[src/rtl/game_flow_ctrl.sv]
// Game-flow controller for the button/pong VGA games.
// It runs the round state machine, keeps the per-player scores and the ball
// budget, times the rest interval between balls, and resolves the winner.
//
//   state   | meaning
//   --------+---------------------------------------------------------------
//   NEWGAME | idle between games; scores cleared, waits for an armed press
//   PLAY    | ball in motion; a miss ends the current ball
//   NEWBALL | rest interval, then an armed press serves the next ball
//   OVER    | final scores shown until the rest timer expires
//   PAUSED  | play frozen; a pause pulse resumes
module game_flow_ctrl #(
   parameter int NUM_PLAYERS = 2,
   parameter int NUM_KEYS    = 4,
   parameter int SCORE_W     = 3,
   parameter int BALLS       = 3,
   parameter int BALL_W      = 3,
   parameter int REST_TICKS  = 120,
   parameter int TMR_W       = 8
) (
   input  logic                           clk,
   input  logic                           rst,
   input  logic [NUM_KEYS-1:0]            key_n,
   input  logic                           pause_p,
   input  logic [NUM_PLAYERS-1:0]         miss,
   input  logic                           frame_tick,
   output logic [2:0]                     state,
   output logic                           stop,
   output logic [NUM_PLAYERS*SCORE_W-1:0] scores,
   output logic [BALL_W-1:0]              balls_left,
   output logic [2:0]                     winner,
   output logic                           tie,
   output logic                           timer_busy
);

   typedef enum logic [2:0] {
      S_NEWGAME = 3'd0,
      S_PLAY    = 3'd1,
      S_NEWBALL = 3'd2,
      S_OVER    = 3'd3,
      S_PAUSED  = 3'd4
   } state_t;

   localparam logic [SCORE_W-1:0] SCORE_MAX  = '1;
   localparam logic [SCORE_W-1:0] SCORE_ONE  = SCORE_W'(1);
   localparam logic [BALL_W-1:0]  BALLS_INIT = BALL_W'(BALLS);
   localparam logic [BALL_W-1:0]  BALL_ONE   = BALL_W'(1);
   localparam logic [TMR_W-1:0]   REST_LD    = TMR_W'(REST_TICKS);
   localparam logic [TMR_W-1:0]   TMR_ONE    = TMR_W'(1);

   state_t             cur;
   state_t             nxt;
   logic               armed;
   logic               press;
   logic               any_miss;
   logic [TMR_W-1:0]   timer;
   logic [SCORE_W-1:0] best;
   logic [3:0]         n_top;

   // A press only counts once every key has been seen released in this state,
   // so a key held across a transition cannot skip the next state.
   assign press      = armed & ~(&key_n);
   assign any_miss   = |miss;
   assign timer_busy = |timer;
   assign state      = cur;

   // State register and arming flag; arming drops on every state change.
   always_ff @(posedge clk or posedge rst) begin
      if (rst) begin
         cur   <= S_NEWGAME;
         armed <= 1'b0;
      end else begin
         cur <= nxt;
         if (nxt != cur)
            armed <= 1'b0;
         else if (&key_n)
            armed <= 1'b1;
      end
   end

   // Next-state decode and the freeze output.
   always_comb begin
      nxt  = cur;
      stop = 1'b1;
      case (cur)
         S_NEWGAME: if (press) nxt = S_PLAY;
         S_PLAY: begin
            stop = 1'b0;
            // a miss in the same cycle as pause takes priority
            if (any_miss)
               nxt = (balls_left == '0) ? S_OVER : S_NEWBALL;
            else if (pause_p)
               nxt = S_PAUSED;
         end
         S_NEWBALL: if (!timer_busy && press) nxt = S_PLAY;
         S_OVER:    if (!timer_busy) nxt = S_NEWGAME;
         S_PAUSED:  if (pause_p) nxt = S_PLAY;
         default:   nxt = S_NEWGAME;
      endcase
   end

   // Rest timer: loaded when a ball ends, counts frames down, frozen in pause.
   always_ff @(posedge clk or posedge rst) begin
      if (rst)
         timer <= '0;
      else if (cur == S_PLAY && any_miss)
         timer <= REST_LD;
      else if (frame_tick && timer != '0 && cur != S_PAUSED)
         timer <= timer - TMR_ONE;
   end

   // Scores and ball budget; everything is cleared whenever NEWGAME is entered or held.
   always_ff @(posedge clk or posedge rst) begin
      if (rst) begin
         scores     <= '0;
         balls_left <= BALLS_INIT;
      end else if (nxt == S_NEWGAME) begin
         scores     <= '0;
         balls_left <= BALLS_INIT;
      end else if (cur == S_NEWGAME && press) begin
         balls_left <= BALLS_INIT - BALL_ONE;
      end else if (cur == S_PLAY && any_miss) begin
         for (int i = 0; i < NUM_PLAYERS; i++) begin
            if (!miss[i] && scores[i*SCORE_W +: SCORE_W] != SCORE_MAX)
               scores[i*SCORE_W +: SCORE_W] <= scores[i*SCORE_W +: SCORE_W] + SCORE_ONE;
         end
         if (balls_left != '0)
            balls_left <= balls_left - BALL_ONE;
      end
   end

   // Winner is the lowest-indexed top scorer; tie flags a shared maximum.
   always_comb begin
      best   = scores[SCORE_W-1:0];
      winner = '0;
      n_top  = '0;
      for (int i = 1; i < NUM_PLAYERS; i++) begin
         if (scores[i*SCORE_W +: SCORE_W] > best) begin
            best   = scores[i*SCORE_W +: SCORE_W];
            winner = 3'(i);
         end
      end
      for (int i = 0; i < NUM_PLAYERS; i++) begin
         if (scores[i*SCORE_W +: SCORE_W] == best)
            n_top = n_top + 4'd1;
      end
      tie = (n_top > 4'd1);
   end

endmodule

[config.mk]
export PLATFORM = sky130hd
export DESIGN_NAME = game_flow_ctrl
export DESIGN_NICKNAME = d
export VERILOG_FILES = /design/src/rtl/game_flow_ctrl.sv
export SDC_FILE = /design/constraint.sdc
export NUM_CORES = 1
export LEC_CHECK = 0
export CAP_MARGIN = 20
export CORE_MARGIN = 3
export CORE_UTILIZATION = 54
export DETAILED_ROUTE_END_ITERATION = 6
export PLACE_DENSITY = 0.83
export REMOVE_ABC_BUFFERS = 1
export SLEW_MARGIN = 40
export SYNTH_ARGS = -nofsm -noshare
export SYNTH_HDL_FRONTEND = slang
export SYNTH_SLANG_ARGS = --single-unit
[constraint.sdc]
create_clock -name clk -period 3.8 [get_ports clk]
set_input_delay 0.57 -clock clk [delete_from_list [all_inputs] [get_ports clk]]
set_output_delay 0.57 -clock clk [all_outputs]
set_load 0.02 [all_outputs]
==> summary.md, run 1 <==
| Metric | Value |
|---|---|
| DR iter-0 viols | 34 |
| Global-route wire length before repair | 5100 µm |
| Worst EP arrival | 2130 ps |
| Final period utilization | 70.9% |
| Clk root buf | clkbuf_4 |
| WP data required | 3230 ps |
| FF+latch count, synth | 21 |
| Area Growth Syn to Fin | 21.3% |
| Leak | 0.787 nW |
| Drt pass-1 iters | 4 |
| Initial Utilization | 59.5% |
| Post-synthesis sequential area ratio | 38.6% |
| WL final | 2960 µm |
| Worst Clk Skew | 9.74 ps |
| GR Overflow Total | 0 |
| Worst reg2reg path depth | 7 |
| Fraction of registers with async set/reset | 100% |
| Die height | 56.3 µm |
| Num CTS Buffers | 3 |
| Antenna-violating nets left | 0 |
| Fmax | 371 MHz |
| Clock Tree Buf Depth | 2 |
| Mapped Avg Cell Area | 9.42 µm² |
| Final hold vios | 0 |
| Die width | 56.3 µm |
| Gr usage total | 19.7% |
| Footprint of the multi-input gates | 757 µm² |
| Largest net degree at the start of global routing | 22 |
| Clk Latency, worst-skew pair | 310 ps |
| Main synth FF type | dfrtp_1 |
| GP Congestion | 0.834 |
| PwrDens | 544 nW/µm² |
| Startpoint types | flip-flop |
| Port bufs | 25 |
| Critical path capture point type | primary output |
| Final Slew Violations | 0 |
| Cells after synthesis | 145 |
| Count of cell types in the netlist | 39 |
| Netlist Area Pre-Place | 1370 µm² |
| FILL cells | 184 |
| Core Area | 2300 µm² |
| CTS tree | yes |
| Placed standard-cell area | 1630 µm² |
| Post-synth EDFFs | 0 |
| Post-CTS Hold Buffers | 0 |
| R2R Setup Slk | 1470 ps |
| Routed vias/inst | 5.59 |
| Nets | 192 |
| Antenna violations before repair | 0 |
| Fin area | 1660 µm² |
| CTS HTree Levels | 1 |
| Crit-path max FO | 5 |
| Ports | 28 |
| Vias in the first global route | 1171 |
| R2R Path Start | timer[0] |
| Share of cells above drive strength 1 | 8.77% |
| R2R Path End | scores[1] |
| Number of synthesis warnings | 0 |
| Status | complete, no violations |
| Antenna Cells | 0 |
| Post-CTS setup buffer count | 0 |
| Residual DRC | 0 |
| Final min period | 2700 ps |
| Worst-Margin Slew | 666 ps |
| Area occupied by registers | 528 µm² |
| Commonest cells after routing, fill and taps aside | nor2_1, clkdlybuf4s50_1, dfrtp_1, inv_1, ha_1 |
| Setup TNS Final | 0 ps |
| Site Rows | 17 |
| RSZ-0062 raised after global routing | false |
| Type of the worst setup path | flip-flop to primary output |
| DIE AREA | 3170 µm² |
| Peak supply drop | 0.365 mV |
| Post_cts resized | 0 |
| Slew headroom | 55.1% |
| Drt wl/cell | 14.9 µm |
| Post-DP HPWL | 2300 µm |
| CTS clk-pin slew, worst paths | 130 ps |
| Count of final setup violators | 0 |
| CTS Sinks | 21 |
| HP Class | input pin to asynchronous set/reset pin |
| Max-cap viol count | 0 |
| Via Count | 1112 |
worst max-delay path, cell delays in order, from the launching register on:
cell and delay, ps:
dfrtp_1 460, inv_1 70, ha_1 300, a21o_1 120, a21oi_1 70, a31oi_1 170
clkdlybuf4s50_1 640
flip-flops by register name, summed over array words and instances (netlist names):
register    count
armed           1
balls_left      3
scores          6
state           3
timer           8
through the flow:
stage | utilization [%] | setup slack, ps | hold WS, ps | total power [mW] | cells
2_1_floorplan | - | 1720 | 514 | 0.649 | 142
3_5_place_dp | 71.0 | 1130 | 551 | 0.794 | 195
5_1_grt | 72.2 | 1030 | 592 | 0.967 | 199
4_1_cts | 72.2 | 1110 | 577 | 0.906 | 199
6_report | 72.2 | 1100 | 566 | 0.902 | 199
3_3_place_gp | 71.0 | 1210 | 540 | 0.773 | 195
logic make-up after synthesis:
family / Yosys count / share of synthesized area (%)
AOI/OAI and AO/OA: 20 / 10.6
xor gates and xnor gates: 12 / 7.69
adders and majority gates: 10 / 9.16
buffers and inverters: 20 / 6.23
DFF: 21 / 38.6
muxes: 6 / 4.40
other: 1 / 0.274
and+or+nand+nor: 55 / 23.0
cell usage after synthesis (2+ instances only):
cell / n / share of area (%)
nor2_1: 25 / 6.9
nand2_1: 8 / 2.2
nand3_1: 6 / 2.2
nor3b_1: 2 / 1.1
xnor2_1: 3 / 1.9
inv_1: 16 / 4.4
mux2i_1: 6 / 4.4
buf_2: 2 / 0.73
buf_4: 2 / 1.1
o21ai_0: 4 / 1.5
a21oi_1: 4 / 1.5
ha_1: 10 / 9.2
xor2_1: 9 / 5.8
dfrtp_1: 19 / 35
dfstp_2: 2 / 3.8
nor3b_2: 2 / 1.8
nor3_1: 2 / 0.73
nand4b_1: 2 / 1.3
metal layers:
metal  vias up  GRT usage [%]  share of wire, %
met5         -              0                 0
met4         0           5.76               1.1
met3         4           4.37               3.9
met2        26           35.4                52
met1       535           23.2                43
li1        547              -                 -
report_power, final:
group          leakage (nW)  internal, mW  switching (mW)  total, mW
logic                 0.508         0.194           0.206      0.400
registers             0.261         0.301          0.0883      0.389
clock network        0.0177        0.0392          0.0728      0.112
total                 0.787         0.534           0.367      0.902
layout make-up:
cell class,count,area share [%]
multi-input cells,105,45.7
clock inverters,1,0.302
clock buffers,3,1.36
well taps,28,2.11
flip-flops and latches,21,31.8
inverters,16,3.62
repair buffers,25,15.1
how the worst max path moves through the flow:
stage                   start       endpoint  cells after the start
CTS                 scores[1]      winner[0]                      6
global route        scores[1]      winner[0]                      6
floorplan            timer[0]  balls_left[2]                      7
detailed placement    pause_p  balls_left[1]                      6
global placement      pause_p  balls_left[1]                      6
finish              scores[1]      winner[0]                      6
Note: power is estimated with default switching activity, not from simulation.
==> run 2, diff against run 1 <==
Settings changed: CORE_UTILIZATION 54 to 46, PLACE_DENSITY 0.83 to 0.76.
Clock period 3.8 ns to 2.25 ns, I/O delays scaled along.
==> summary.md, run 2 (synthesis results as in run 1) <==
| Metric | Value |
|---|---|
| Ports | 28 |
| CP max-delay cell | dfrtp_2 |
| Nets | 202 |
| Worst EP arrival | 1830 ps |
| Antenna violations before repair | 0 |
| Max FFs per register | 8 |
| Flop pwr share | 42.5% |
| FILL cells | 230 |
| Count of final setup violators | 0 |
| Clk root buf | clkbuf_4 |
| P_sw | 627 µW |
| Drt wl/cell | 14.2 µm |
| Commonest non-fill, non-tap cell in the layout | nor2_1 |
| Share of cells above drive strength 1 | 14.9% |
| Vias in the first global route | 1279 |
| Port bufs | 25 |
| Commonest cells after routing, fill and taps aside | nor2_1, clkdlybuf4s50_1, dfrtp_1, inv_1, buf_4 |
| GP Congestion | 0.859 |
| Post-CTS Hold Buffers | 0 |
| Antenna-violating nets left | 0 |
| Max-cap viol count | 0 |
| Residual DRC | 0 |
| Leak | 0.831 nW |
| Site Rows | 19 |
| CTS HTree Levels | 1 |
| Die width | 60.5 µm |
| Startpoint types | flip-flop |
| Worst hold slack | 329 ps |
| Drt pass-1 iters | 4 |
| Critical path capture point type | primary output |
| DIE AREA | 3660 µm² |
| Worst-path cell chain | inv_1, ha_1, a21o_1, a21oi_1, a31oi_1, clkdlybuf4s15_1 |
| Peak supply drop | 0.448 mV |
| Finished Layout Cells | 212 |
| Fmax | 462 MHz |
| Final hold vios | 0 |
| R2R Path Start | timer[0] |
| Clk Latency, worst-skew pair | 320 ps |
| Post-DP HPWL | 2330 µm |
| Reg with most FFs | timer |
| Switching share of total power | 40.2% |
| Slowest stage delay, CP | 430 ps |
| Internal power | 931 µW |
| Largest net degree at the start of global routing | 22 |
| Final min period | 2160 ps |
| PwrDens | 892 nW/µm² |
| Final Slew Violations | 0 |
| Antenna Cells | 0 |
| Placed standard-cell area | 1700 µm² |
| CTS clk-pin slew, worst paths | 120 ps |
| Routed vias/inst | 5.45 |
| Core Area | 2810 µm² |
| Worst Clk Skew | 3.96 ps |
| Type of the worst setup path | flip-flop to primary output |
| Worst reg2reg path depth | 8 |
| Setup TNS Final | 0 ps |
| Critical Path Start | scores[1] |
| Combinational share of power | 45.3% |
| Via Count | 1156 |
| GR Overflow Total | 0 |
| Die height | 60.5 µm |
| Global-route wire length before repair | 5340 µm |
| HP Class | input pin to asynchronous set/reset pin |
| CTS tree | yes |
| Status | complete, no violations |
| Area Growth Syn to Fin | 27.8% |
| Clock Tree Buf Depth | 2 |
| Gr usage total | 19.3% |
| Fin area | 1750 µm² |
| DR iter-0 viols | 58 |
| WL final | 3010 µm |
| Top Registers | timer: 8 flops, scores: 6 flops |
| CTS Sinks | 21 |
| Num CTS Buffers | 3 |
| Final period utilization | 96.1% |
| Clock power frac | 12.2% |
| Initial Utilization | 48.7% |
| Inst Count DP | 207 |
| Crit-path max FO | 5 |
| WP data required | 1910 ps |
run 2: changes by cell type in the layout (fill, tap and decap cells not counted):
| cell | change |
|---|---|
| buf_4 | +10 |
| clkdlybuf4s50_1 | -2 |
| dfrtp_1 | -2 |
| dfrtp_2 | +2 |
| clkdlybuf4s15_1 | +1 |
| dlygate4sd2_1 | +1 |
| ha_1 | -1 |
| ha_2 | +1 |
| inv_1 | +1 |
| inv_2 | -1 |
| nor3b_2 | -1 |
| nor3b_4 | +1 |
run 2: per-layer routing:
layer	share of wire, %	wire (µm)	up-vias	track usage, %
met1	42	1270	566	22.1
li1	-	-	565	-
met2	54	1610	20	35.8
met4	1.6	48	0	8.36
met3	2.7	80	5	2.55
met5	0	0	-	0
run 2: stage by stage:
stage	power [mW]	setup WS (ps)	util [%]
floorplan	1.10	165	-
global placement	1.32	46.0	60.7
detailed placement	1.36	-2.54	60.7
CTS	1.56	24.7	61.8
global route	1.68	-0.336	62.3
finish	1.56	87.5	62.3
run 2: final timing paths:
| check | to | slack, ps |
|---|---|---|
| setup / recovery | winner[0] | 90 |
| hold / removal | timer[2] | 330 |
| setup reg to reg | balls_left[0] | 110 |
| hold reg to reg | timer[5] | 580 |
| max in group asynchronous | balls_left[1] | 1650 |
| min in group clk | timer[5] | 580 |
run 2: power groups by stage:
stage / combinational, mW / clock, mW / sequential, mW
global placement: 0.664 / 0 / 0.657
detailed placement: 0.694 / 0 / 0.664
CTS: 0.701 / 0.198 / 0.662
finish: 0.706 / 0.190 / 0.662
floorplan: 0.408 / 0 / 0.688
global route: 0.786 / 0.210 / 0.684
run 2: critical path, delay by kind of cell, from the launching register on:
family	cells	cell delay (ps)
compound gates	3	390
fa+ha+maj	1	330
flops	1	430
buf+inv	2	360
run 2: area by class of cell:
cell class,instances,area [µm²],share of cell area [%]
Clock buffer,3,22.5,1.29
Clock inverter,1,5.00,0.287
Inverter,16,60.1,3.44
Multi-Input combinational cell,105,766,43.8
Sequential cell,21,531,30.4
Tap cell,31,38.8,2.22
Timing Repair Buffer,35,324,18.6
run 2: what timing repair did:
item | 4_1_cts | 5_1_grt
endpoints found under the setup margin | 5 | 10
gates resized for setup | 4 | 3
pin swaps | 0 | 0
buffers inserted | 0 | 1
==> run 3, diff against run 2 <==
Settings changed: TNS_END_PERCENT from default to 5.
==> summary.md, run 3 (synthesis results as in run 1) <==
| Metric | Value |
|---|---|
| Status | complete, no violations |
| RSZ-0062 raised after global routing | false |
| P_sw | 625 µW |
| Gr usage total | 19.3% |
| Die width | 60.5 µm |
| Max-cap viol count | 0 |
| Flop pwr share | 42.8% |
| Worst Clk Skew | 3.39 ps |
| Startpoint types | flip-flop |
| Post-DP HPWL | 2330 µm |
| Vias in the first global route | 1279 |
| Nets | 201 |
| Leak | 0.825 nW |
| Internal power | 924 µW |
| CTS HTree Levels | 1 |
| HP Class | input pin to asynchronous set/reset pin |
| DR iter-0 viols | 53 |
| Area occupied by registers | 531 µm² |
| Commonest non-fill, non-tap cell in the layout | nor2_1 |
| Routed vias/inst | 5.52 |
| Clk root buf | clkbuf_4 |
| Final Slew Violations | 0 |
| Site Rows | 19 |
| Die height | 60.5 µm |
| Crit-path max FO | 5 |
| Antenna-violating nets left | 0 |
| Area Growth Syn to Fin | 27.3% |
| Clk Latency, worst-skew pair | 320 ps |
| FILL cells | 231 |
| Final period utilization | 96.1% |
| PwrDens | 891 nW/µm² |
| Post-CTS Hold Buffers | 0 |
| CTS clk-pin slew, worst paths | 120 ps |
| Port bufs | 25 |
| WL final | 3010 µm |
| Drt pass-1 iters | 4 |
| Ports | 28 |
| Drt wl/cell | 14.3 µm |
| Peak supply drop | 0.447 mV |
| Via Count | 1165 |
| Clock Tree Buf Depth | 2 |
| Clock power frac | 12.2% |
| Worst EP arrival | 1820 ps |
| Core Area | 2810 µm² |
| Antenna Cells | 0 |
| Final min period | 2160 ps |
| Switching share of total power | 40.4% |
| CTS tree | yes |
| GP Congestion | 0.859 |
| Count of final setup violators | 0 |
| Initial Utilization | 48.7% |
| CTS Sinks | 21 |
| Tot Pwr | 1.55 mW |
| Antenna violations before repair | 0 |
| Fin area | 1740 µm² |
| GR Overflow Total | 0 |
| Fmax | 462 MHz |
| Commonest cells after routing, fill and taps aside | nor2_1, clkdlybuf4s50_1, dfrtp_1, inv_1 |
| Final hold vios | 0 |
| Placed standard-cell area | 1700 µm² |
| Combinational share of power | 45.0% |
| WP data required | 1910 ps |
| Num CTS Buffers | 3 |
| Share of cells above drive strength 1 | 14.4% |
| Max FFs per register | 8 |
| Residual DRC | 0 |
| Top Registers | timer: 8 flops, scores: 6 flops |
| DIE AREA | 3660 µm² |
| Largest net degree at the start of global routing | 22 |
| Critical path capture point type | primary output |
| Reg with most FFs | timer |
| Footprint of the multi-input gates | 766 µm² |
| Global-route wire length before repair | 5340 µm |
| Type of the worst setup path | flip-flop to primary output |
## run 3: cell types whose count changed in the layout (fill, tap and decap cells not counted)
cell	delta
buf_4	-1
## run 3: path summary, 6_finish.rpt
path | from | to | slack (ps) | cells past startpoint
min reg2reg | timer[5] | timer[5] | 590 | 2
max in group asynchronous | rst | balls_left[1] | 1650 | 3
max reg2reg | timer[0] | balls_left[0] | 120 | 8
max | scores[1] | winner[0] | 90 | 6
min | rst | timer[2] | 330 | 3
min in group clk | timer[5] | timer[5] | 590 | 2
## run 3: area by class of cell
| cell class | count | area share [%] |
|---|---|---|
| clock buffer | 3 | 1.29 |
| clock inverter | 1 | 0.288 |
| inverter | 16 | 3.45 |
| multi-input combinational | 105 | 44.0 |
| sequential | 21 | 30.5 |
| tap | 31 | 2.23 |
| timing repair buffer | 34 | 18.2 |
## run 3: repair_timing
item | 4_1_cts | 5_1_grt
cloned | 0 | 0
pin swaps | 0 | 1
gates resized for setup | 4 | 3
buffers inserted | 0 | 0
endpoints found under the setup margin | 5 | 10
## run 3: layer usage
| metal | vias up | wire (µm) | global-route usage, % |
|---|---|---|---|
| li1 | 564 | - | - |
| met1 | 571 | 1260 | 22.1 |
| met2 | 25 | 1620 | 35.8 |
| met3 | 5 | 87 | 2.55 |
| met4 | 0 | 48 | 8.36 |
| met5 | - | 0 | 0 |
## run 3: worst max-delay path: stages (launching register included)
cell             delay (ps)
dfrtp_2                 430
inv_1                    70
ha_1                    330
a21o_1                  170
a21oi_1                 160
a31oi_1                  60
clkdlybuf4s15_1         290
## run 3: power by group through the flow
| stage | Combinational [mW] | Clock (mW) | Sequential, mW |
|---|---|---|---|
| floorplan | 0.408 | 0 | 0.688 |
| global placement | 0.664 | 0 | 0.657 |
| detailed placement | 0.694 | 0 | 0.664 |
| CTS | 0.701 | 0.198 | 0.662 |
| global route | 0.777 | 0.210 | 0.684 |
| finish | 0.697 | 0.189 | 0.662 |
## run 3: per-stage QoR
stage                     setup slack [ps]  hold WS, ps  setup TNS (ps)  util, %  cells
after floorplan                        165          313               0        -    142
after global placement                46.0          534               0     60.7    207
after detailed placement             -2.54          555           -2.54     60.7    207
after CTS                             24.7          330               0     61.8    211
after global routing                  2.27          366               0     62.0    211
final                                 87.6          330               0     62.0    211
